[src/rtl/riscv_pkg.sv]
// ---------------------------------------------------------------------------
// riscv_pkg
// Shared definitions for the instruction front end: datapath width, default
// reset PC, instruction size, the canonical NOP encoding and the fetch FSM
// state type.
// ---------------------------------------------------------------------------
package riscv_pkg;

    localparam int          XLEN             = 32;
    localparam logic [31:0] RESET_PC_DEFAULT = 32'h0000_0000;
    localparam int          INSTR_BYTES      = 4;
    localparam logic [31:0] NOP              = 32'h0000_0013;

    // IDLE  : one cycle after reset, nothing issued
    // RUN   : normal sequential fetch
    // DRAIN : fetching from a redirect target while old responses are dropped
    typedef enum logic [1:0] {
        IDLE,
        RUN,
        DRAIN
    } fetch_state_t;

endpackage

[src/rtl/fetch_fifo.sv]
// ---------------------------------------------------------------------------
// fetch_fifo
// Small synchronous FIFO holding {instruction, pc} pairs between instruction
// memory and decode. Push and pop may happen in the same cycle, including when
// the FIFO is full (the pop frees the slot) or empty (pop is ignored).
//
// Ports:
//   clk, rst_n   clock, synchronous active-low reset
//   clear        synchronous flush, empties the FIFO
//   push         write push_data at the tail
//   push_data    WIDTH-bit entry
//   pop          remove the head entry (ignored when empty)
//   head_data    head entry, zero when empty
//   empty        FIFO holds no entries
//   count        number of entries held (0..DEPTH)
// ---------------------------------------------------------------------------
module fetch_fifo
    import riscv_pkg::*;
#(
    parameter int WIDTH = 2 * XLEN,
    parameter int DEPTH = 4,
    parameter int CW    = $clog2(DEPTH + 1)
) (
    input  logic             clk,
    input  logic             rst_n,
    input  logic             clear,
    input  logic             push,
    input  logic [WIDTH-1:0] push_data,
    input  logic             pop,
    output logic [WIDTH-1:0] head_data,
    output logic             empty,
    output logic [CW-1:0]    count
);

    localparam int AW = (DEPTH > 1) ? $clog2(DEPTH) : 1;

    logic [WIDTH-1:0] mem [DEPTH];
    logic [AW-1:0]    wr_ptr;
    logic [AW-1:0]    rd_ptr;
    logic             full;
    logic             do_push;
    logic             do_pop;

    assign empty   = (count == '0);
    assign full    = (count == CW'(DEPTH));
    assign do_pop  = pop && !empty;
    // A pop in the same cycle frees the slot a push into a full FIFO needs.
    assign do_push = push && (!full || do_pop);

    // Pointers and occupancy. DEPTH is a power of two so pointers wrap freely.
    always_ff @(posedge clk) begin
        if (!rst_n || clear) begin
            wr_ptr <= '0;
            rd_ptr <= '0;
            count  <= '0;
        end else begin
            if (do_push) wr_ptr <= wr_ptr + AW'(1);
            if (do_pop)  rd_ptr <= rd_ptr + AW'(1);
            case ({do_push, do_pop})
                2'b10:   count <= count + CW'(1);
                2'b01:   count <= count - CW'(1);
                default: count <= count;
            endcase
        end
    end

    // Storage is not reset; the head output is masked while empty instead.
    always_ff @(posedge clk) begin
        if (do_push && !clear) mem[wr_ptr] <= push_data;
    end

    assign head_data = empty ? '0 : mem[rd_ptr];

    // The fetch credit scheme must never push into a full FIFO without a pop.
    a_no_overflow: assert property (@(posedge clk) disable iff (!rst_n)
        !(push && full && !pop && !clear));

endmodule

[src/rtl/fetch_unit.sv]
// ---------------------------------------------------------------------------
// fetch_unit
// Instruction fetch front end. Holds the PC, issues in-order requests to
// instruction memory, buffers returned instructions with their PCs and hands
// them to decode over valid/ready. A redirect (taken branch/jump) flushes the
// buffer, marks every in-flight request stale and restarts at the target.
//
// Optional build macro: FETCH_BYPASS_EN
//   When defined, a non-stale response arriving while the FIFO is empty is
//   presented to decode in the same cycle; it is only buffered if decode does
//   not accept it. Without it every response passes through the FIFO.
//
// Ports:
//   clk, rst_n       clock, synchronous active-low reset
//   redirect_valid   taken branch/jump this cycle
//   redirect_pc      redirect target (bits [1:0] ignored)
//   imem_req_valid   fetch request valid
//   imem_req_ready   memory accepts the request
//   imem_req_addr    fetch address (current PC)
//   imem_rsp_valid   in-order response valid, no backpressure
//   imem_rsp_data    fetched instruction
//   dec_valid        instruction available to decode
//   dec_ready        decode accepts
//   dec_instr        instruction presented to decode
//   dec_pc           PC of the instruction presented to decode
// ---------------------------------------------------------------------------
module fetch_unit
    import riscv_pkg::*;
#(
    parameter int              XLEN     = riscv_pkg::XLEN,
    parameter int              DEPTH    = 4,
    parameter logic [XLEN-1:0] RESET_PC = XLEN'(RESET_PC_DEFAULT)
) (
    input  logic            clk,
    input  logic            rst_n,
    input  logic            redirect_valid,
    input  logic [XLEN-1:0] redirect_pc,
    output logic            imem_req_valid,
    input  logic            imem_req_ready,
    output logic [XLEN-1:0] imem_req_addr,
    input  logic            imem_rsp_valid,
    input  logic [XLEN-1:0] imem_rsp_data,
    output logic            dec_valid,
    input  logic            dec_ready,
    output logic [XLEN-1:0] dec_instr,
    output logic [XLEN-1:0] dec_pc
);

    localparam int CW = $clog2(DEPTH + 1);

    fetch_state_t    state;
    fetch_state_t    state_next;
    logic [XLEN-1:0] pc;
    logic [XLEN-1:0] rsp_pc;
    logic [XLEN-1:0] target_pc;
    logic [CW-1:0]   inflight;
    logic [CW-1:0]   inflight_next;
    logic [CW-1:0]   stale;
    logic [CW-1:0]   stale_next;
    logic [CW:0]     credits_used;

    logic              req_fire;
    logic              rsp_drop;
    logic              rsp_keep;
    logic              bypass_hit;
    logic              bypass_taken;
    logic              fifo_push;
    logic              fifo_pop;
    logic              fifo_empty;
    logic [CW-1:0]     fifo_count;
    logic [2*XLEN-1:0] fifo_head;

    assign target_pc = redirect_pc & ~XLEN'(3);

    // Requests in flight plus buffered instructions may never exceed DEPTH,
    // which is what keeps the FIFO from overflowing.
    assign credits_used   = {1'b0, inflight} + {1'b0, fifo_count};
    assign imem_req_valid = (state != IDLE) && (credits_used < (CW+1)'(DEPTH));
    assign imem_req_addr  = pc;
    assign req_fire       = imem_req_valid && imem_req_ready;

    // A response is dropped if it belongs to a pre-redirect request, including
    // one arriving in the redirect cycle itself.
    assign rsp_drop = imem_rsp_valid && (redirect_valid || (stale != '0));
    assign rsp_keep = imem_rsp_valid && !rsp_drop;

    assign inflight_next = inflight + CW'(req_fire) - CW'(imem_rsp_valid);

    // A redirect turns everything still in flight after this edge stale,
    // including a request accepted in the same cycle.
    always_comb begin
        stale_next = stale;
        if (redirect_valid) begin
            stale_next = inflight_next;
        end else if (imem_rsp_valid && (stale != '0)) begin
            stale_next = stale - CW'(1);
        end
    end

`ifdef FETCH_BYPASS_EN
    assign bypass_hit   = fifo_empty && rsp_keep;
    assign bypass_taken = bypass_hit && dec_ready;
`else
    assign bypass_hit   = 1'b0;
    assign bypass_taken = 1'b0;
`endif

    assign fifo_push = rsp_keep && !bypass_taken;
    assign fifo_pop  = !fifo_empty && dec_ready;

    assign dec_valid = !fifo_empty || bypass_hit;
    assign dec_instr = bypass_hit ? imem_rsp_data : fifo_head[2*XLEN-1:XLEN];
    assign dec_pc    = bypass_hit ? rsp_pc        : fifo_head[XLEN-1:0];

    fetch_fifo #(
        .WIDTH (2 * XLEN),
        .DEPTH (DEPTH),
        .CW    (CW)
    ) u_fifo (
        .clk       (clk),
        .rst_n     (rst_n),
        .clear     (redirect_valid),
        .push      (fifo_push),
        .push_data ({imem_rsp_data, rsp_pc}),
        .pop       (fifo_pop),
        .head_data (fifo_head),
        .empty     (fifo_empty),
        .count     (fifo_count)
    );

    // FSM state register.
    always_ff @(posedge clk) begin
        if (!rst_n) state <= IDLE;
        else        state <= state_next;
    end

    // Next state: stay in DRAIN for as long as stale responses are owed.
    always_comb begin
        state_next = state;
        case (state)
            IDLE:       state_next = RUN;
            RUN, DRAIN: state_next = (stale_next != '0) ? DRAIN : RUN;
            default:    state_next = IDLE;
        endcase
    end

    // PC, response PC and credit counters; a redirect overrides increments.
    always_ff @(posedge clk) begin
        if (!rst_n) begin
            pc       <= RESET_PC;
            rsp_pc   <= RESET_PC;
            inflight <= '0;
            stale    <= '0;
        end else begin
            if (redirect_valid) begin
                pc     <= target_pc;
                rsp_pc <= target_pc;
            end else begin
                if (req_fire) pc     <= pc + XLEN'(INSTR_BYTES);
                if (rsp_keep) rsp_pc <= rsp_pc + XLEN'(INSTR_BYTES);
            end
            inflight <= inflight_next;
            stale    <= stale_next;
        end
    end

endmodule
[config.mk]
export PLATFORM = sky130hd
export DESIGN_NAME = fetch_unit
export DESIGN_NICKNAME = d
export VERILOG_FILES = /design/src/rtl/riscv_pkg.sv /design/src/rtl/fetch_fifo.sv /design/src/rtl/fetch_unit.sv
export SDC_FILE = /design/constraint.sdc
export NUM_CORES = 1
export LEC_CHECK = 0
export CAP_MARGIN = 20
export CORE_ASPECT_RATIO = 0.7
export CORE_MARGIN = 2
export CORE_UTILIZATION = 45
export CTS_BUF_LIST = sky130_fd_sc_hd__clkbuf_8
export CTS_CLUSTER_DIAMETER = 60
export CTS_CLUSTER_SIZE = 8
export DETAILED_ROUTE_END_ITERATION = 8
export GPL_ROUTABILITY_DRIVEN = 0
export GPL_TIMING_DRIVEN = 0
export PLACE_DENSITY = 0.69
export SKIP_LAST_GASP = 1
export SYNTH_ARGS = -nofsm -noshare
export SYNTH_HDL_FRONTEND = slang
export SYNTH_SLANG_ARGS = --single-unit
[constraint.sdc]
create_clock -name clk -period 4.78 [get_ports clk]
set_input_delay 1.434 -clock clk [delete_from_list [all_inputs] [get_ports clk]]
set_output_delay 1.434 -clock clk [all_outputs]
set_load 0.005 [all_outputs]
After elaboration in Yosys (flattened, before gate mapping)
Memory sizes are Yosys's and may differ from the RTL's. A register that Yosys moved wholly into a read port is not among the register bits.
Cells that the tools add are included.
- input port bits: 70
- logic and storage cells: 69
- RAM bits: 256
- flip-flop bits (word level): 79
- memories: 1
- output and inout bits: 98
- memories (name ; words ; bits a word ; read ports ; clocked after Yosys merged registers in ; write ports ; RTL line ; RTL):
    u_fifo.mem ; 4 ; 64 ; 1 ; 1 ; 1 ; fetch_fifo.sv:37 ; logic [WIDTH-1:0] mem [DEPTH];
- equal/unequal tests: 5
- $lt $le $gt $ge: 1
- reductions and logical operators: 27
- add/subtract/negate cells: 10
- bitwise logic cells: 1
- muxes and demuxes: 14
- operators with widths (kind ; number):
    $mux 32 ; 4
    $add 32x3->32 const B ; 2
    $mux 64 ; 1
    $logic_and 1x1->1 ; 9
    $reduce_bool 2->1 ; 4
    $mux 2 ; 3
    $mux 3 ; 2
    $pmux 3 s2 ; 1
    $reduce_bool 3->1 ; 2
    $sub 3x1->3 const B ; 2
    $logic_not 1->1 ; 5
    $add 2x1->2 const B ; 2
    $add 3x3->4 ; 1
    $eq 2x1->1 const B ; 2
    $eq 2x2->1 const B ; 2
    $lt 4x3->1 const B ; 1
    $pmux 2 s2 ; 1
    $reduce_or 2->1 ; 2
    $add 3x1->3 ; 1
    $add 3x1->3 const B ; 1
    $eq 3x3->1 const B ; 1
    $logic_not 3->1 ; 1
    $logic_or 1x1->1 ; 3
    $sub 3x1->3 ; 1
    3 further kinds ; 4

Logic depth before layout (Yosys ltp)
- word-level depth: 10
- mapped depth: 14
- depth with buffers taken out: 14

Modules after synthesis
Synthesis repeated with hierarchy kept, for this count alone.
- cell total of the unflattened synthesis: 970
- area total of the unflattened synthesis: 14487.6 sq um
- by module, submodules not included (module ; cells each ; sequential area each (sq um) ; area each (sq um) ; instances):
    fetch_fifo ; 471 ; 7867.5 ; 10426.2 ; 1
    fetch_unit ; 499 ; 1361.3 ; 4061.4 ; 1

Worst setup path after synthesis
Ideal clock, no wire load.
- kind: input to register
- start: input port imem_rsp_valid
- end: memory u_fifo.mem[1][10] (netlist name) (enable)
- library setup time: 0.426 ns
- stages on the path: 4
- data arrival time: 3.627 ns
- setup slack: 0.727 ns
- path through: buf_2 nand3_1 a31oi_1 and2_1
- word-level cells in the longest chain between the ends: 7
- RTL lines (what ; RTL line ; RTL):
    start: declaration ; fetch_unit.sv:41 ; input logic imem_rsp_valid,
    $logic_and 1x1->1 ; fetch_unit.sv:84 ; assign rsp_drop = imem_rsp_valid && (redirect_valid || (stale != '0));
    $logic_not 1->1 ; fetch_unit.sv:85 ; assign rsp_keep = imem_rsp_valid && !rsp_drop;
    $logic_and 1x1->1 (*) ; fetch_unit.sv:85 ;
    $logic_and 1x1->1 (*) ; fetch_fifo.sv:48 ; assign do_push = push && (!full || do_pop);
    $logic_and 1x1->1 (*) ; fetch_fifo.sv:69 ; if (do_push && !clear) mem[wr_ptr] <= push_data;
    $mux 1 (*) ; fetch_fifo.sv:69 ;
    $mux 1 (implied by the code) (*) ; fetch_fifo.sv:69 ;
    end: declaration ; fetch_fifo.sv:37 ;
Mark *: on every way between the ends. The rest lies on a longest branch, timed or not.

Final worst setup path
- start: register u_fifo.count[2]
- end: output port dec_pc[16]
- word-level cells in the longest chain between the ends: 2
- RTL lines (what ; RTL line ; RTL):
    start: declaration ; fetch_fifo.sv:32 ; output logic [CW-1:0] count
    start signal: assignment ; fetch_fifo.sv:60 ; 2'b10: count <= count + CW'(1);
    start signal: assignment ; fetch_fifo.sv:61 ; 2'b01: count <= count - CW'(1);
    start signal: assignment ; fetch_fifo.sv:62 ; default: count <= count;
    $logic_not 3->1 ; fetch_fifo.sv:44 ; assign empty = (count == '0);
    $mux 64 ; fetch_fifo.sv:72 ; assign head_data = empty ? '0 : mem[rd_ptr];
    end: declaration ; fetch_unit.sv:46 ; output logic [XLEN-1:0] dec_pc
Every way passes these cells.

==> results.toml <==
[clocking]
cts-buffers-inserted = 46
clkLatencyLatePin_ns = 0.54
clkTransAtPathRegs_ns = 0.06
cts_tree = "yes"
cts_buffer_depth = 3
htreeDepth = 2
cts_resized = 0
cts_hold_repair.buffers = 0
root_buffer = "clkbuf_8"
postCtsSetupBuffers = 0
cts.sinks = 325

[yosys]
synthDominantCellAreaShare_pct = 55.5
synth_area_leaders = "edfxtp_1, dfxtp_1, mux4_2, and2_1, xnor2_1"
synth_edf_count = 248
synth_top_family_by_area = "multiplexers"
seq_area_frac_synth_pct = 67.0
synth-seq-cells = 325
synthAdderAreaFrac_pct = 1.60
syn_area_um2 = 13400
synth_xor_area_share_pct = 4.15
ys.warnings.count = 0
postSynthCellCount = 866
synth_compound_area_share_pct = 4.33
synthSimpleGateAreaFrac_pct = 10.1
yosysTopAreaCell = "edfxtp_1"
synth_ff_type = "edfxtp_1"
ys_types = 58
async_reset_ff_share_pct = 0
syn_avg_cell_area_um2 = 15.5
muxShareOfSynthArea_pct = 10.6

[grt]
grt_pass1_wl_um = 45100
gr-total-overflow = 0
grt_pass1_vias = 8093
antenna_found_initial = 0
grt_usage_pct = 18.7
grt_max_degree = 49

[final_layout]
final_cell_mix = "edfxtp_1, clkdlybuf4s50_1, dfxtp_1"
drive_above_1_share_pct = 13.9
final_cell_area_um2 = 16400
layout_commonest_cell = "edfxtp_1"
antenna_cells = 0
nets = 1167
area_delta_synth_final_pct = 22.0

[floorplan]
die_h_um = 148
rows = 52
fp.dieArea_um2 = 31200
boundaryPins = 168
coreArea_um2 = 29100
start_util_pct = 46.0
die-width_um = 210

[drt]
ant_nets = 0
wire_per_inst_um = 19.5
first_pass_iters = 5
vias_per_cell = 5.40
dr_total_vias = 8002
wirelength_um = 28900
dr.first_iter.drc_count = 521
drc = 0

[setup_path]
crit_path_frequent_cell = "clkbuf_1"
critPathLaunchType = "flip-flop"
cp_data_arrival_time_ns = 3.01
crit_chain = "or3_1 > clkbuf_1 > clkbuf_1 > and2_1 > clkdlybuf4s50_1"
worstRegToRegCells = 12
cp_slowest_cell = "clkbuf_1"
worstSetupEndpointType = "primary output"
cp.required_ns = 3.35
path_class = "flip-flop to primary output"
max_stage_delay_ns = 0.61
crit_fanout = 10

[placed_design]
hpwl_um = 19300
port_buffers = 160
dp_slack_ns = 0.717
place_area_um2 = 15600

[pwr]
power_density_nw_per_um2 = 353
leakage_nw = 5.37
power_w = 0.00578
ir_drop_mv = 0.178

[worst_hold_path]
whs_path_depth = 1
min_path_type = "flip-flop to flip-flop"

[sta]
min_period_over_period_pct = 93.1
tightest_slew_ns = 0.791
period_minus_slack_ns = 4.45
slew_viol_final = 0
worst_slack_ns = 0.332
grt_setup_unrepaired = "no"
fin_skew_ns = 0.0169
finalSetupViolations = 0
clock.fmax_mhz = 225
slew_headroom_pct = 47.3
hold_slack_ns = 0.533
finalHoldViolCount = 0

[job]
maxCapViolCount = 0

[status]
status = "finished, final reports clean"
-- registers in the layout (all words and copies together), names as in the netlist, named ones only --
name           cells
stale              3
u_fifo.rd_ptr      2
u_fifo.mem       248
rsp_pc            30
imem_req_addr     30
u_fifo.count       3
u_fifo.wr_ptr      2
inflight           3
state              2
-- critical path, delay by kind of cell, from the launching register on --
kind                   cells  cell delay, ns
buffers and inverters      3            1.56
and+or+nand+nor            2            0.46
DFF                        1            0.45
-- synth_stat cells (2+ instances only) --
cell,number
nor2b_1,3
nor2_1,28
buf_4,4
nor4_2,3
or3_1,4
fa_1,2
a311oi_1,2
ha_1,14
xor2_1,27
buf_6,2
nand4_2,3
a31oi_1,2
nand2_1,25
inv_1,20
a21oi_1,59
nor3_1,16
xnor2_1,34
dfxtp_1,77
and4_1,5
mux2i_1,3
and4_2,4
mux4_2,62
buf_2,8
edfxtp_1,248
nor4_1,8
nand3_1,23
o21ai_0,32
clkbuf_1,27
and3_1,6
nand4_1,17
and2_1,71
-- layer usage --
layer	wire length, µm	global-route usage [%]	vias to the layer above
met5	0	0	-
met4	437	5.11	0
met3	1820	3.65	35
met2	12500	27.2	283
li1	-	-	3735
met1	14100	28.9	3949
-- area by class of cell --
cell class	instances	area (µm²)
timing repair buffer	164	1710
clock buffer	47	647
multi-input combinational	480	4160
sequential	325	8990
inverter	21	78.8
clock inverter	24	95.1
fill	2366	12800
buffer	43	213
tap	378	473
-- stage by stage --
step	instances	setup TNS, ns	utilization [%]
finish	1482	0	56.2
global placement	1407	-251.00	53.2
CTS	1482	0	56.2
floorplan	869	0	-
detailed placement	1411	0	53.6
global route	1482	0	56.2
-- worst paths after layout --
check	start	end	slack (ns)
hold reg to reg	imem_req_addr[31]	imem_req_addr[31]	0.53
setup reg to reg	u_fifo.count[2]	state[0]	1.45
hold / removal	imem_req_addr[31]	imem_req_addr[31]	0.53
setup / recovery	u_fifo.count[2]	dec_pc[16]	0.33
-- logic make-up (layout without fill, tap and decap cells) --
group | count (synthesis) | count (layout)
xor+xnor | 62 | 62
simple gates | 227 | 227
fa+ha+maj | 16 | 16
flops | 325 | 325
compound gates | 106 | 106
mux | 65 | 65
buf+inv | 64 | 299
other cells | 1 | 4
-- where the power goes --
part	internal, W	switching (W)
registers	0.00319	0.000106
logic	0.000325	0.000312
clock network	0.000896	0.000955
No activity file was read; power rests on OpenSTA's default activity.
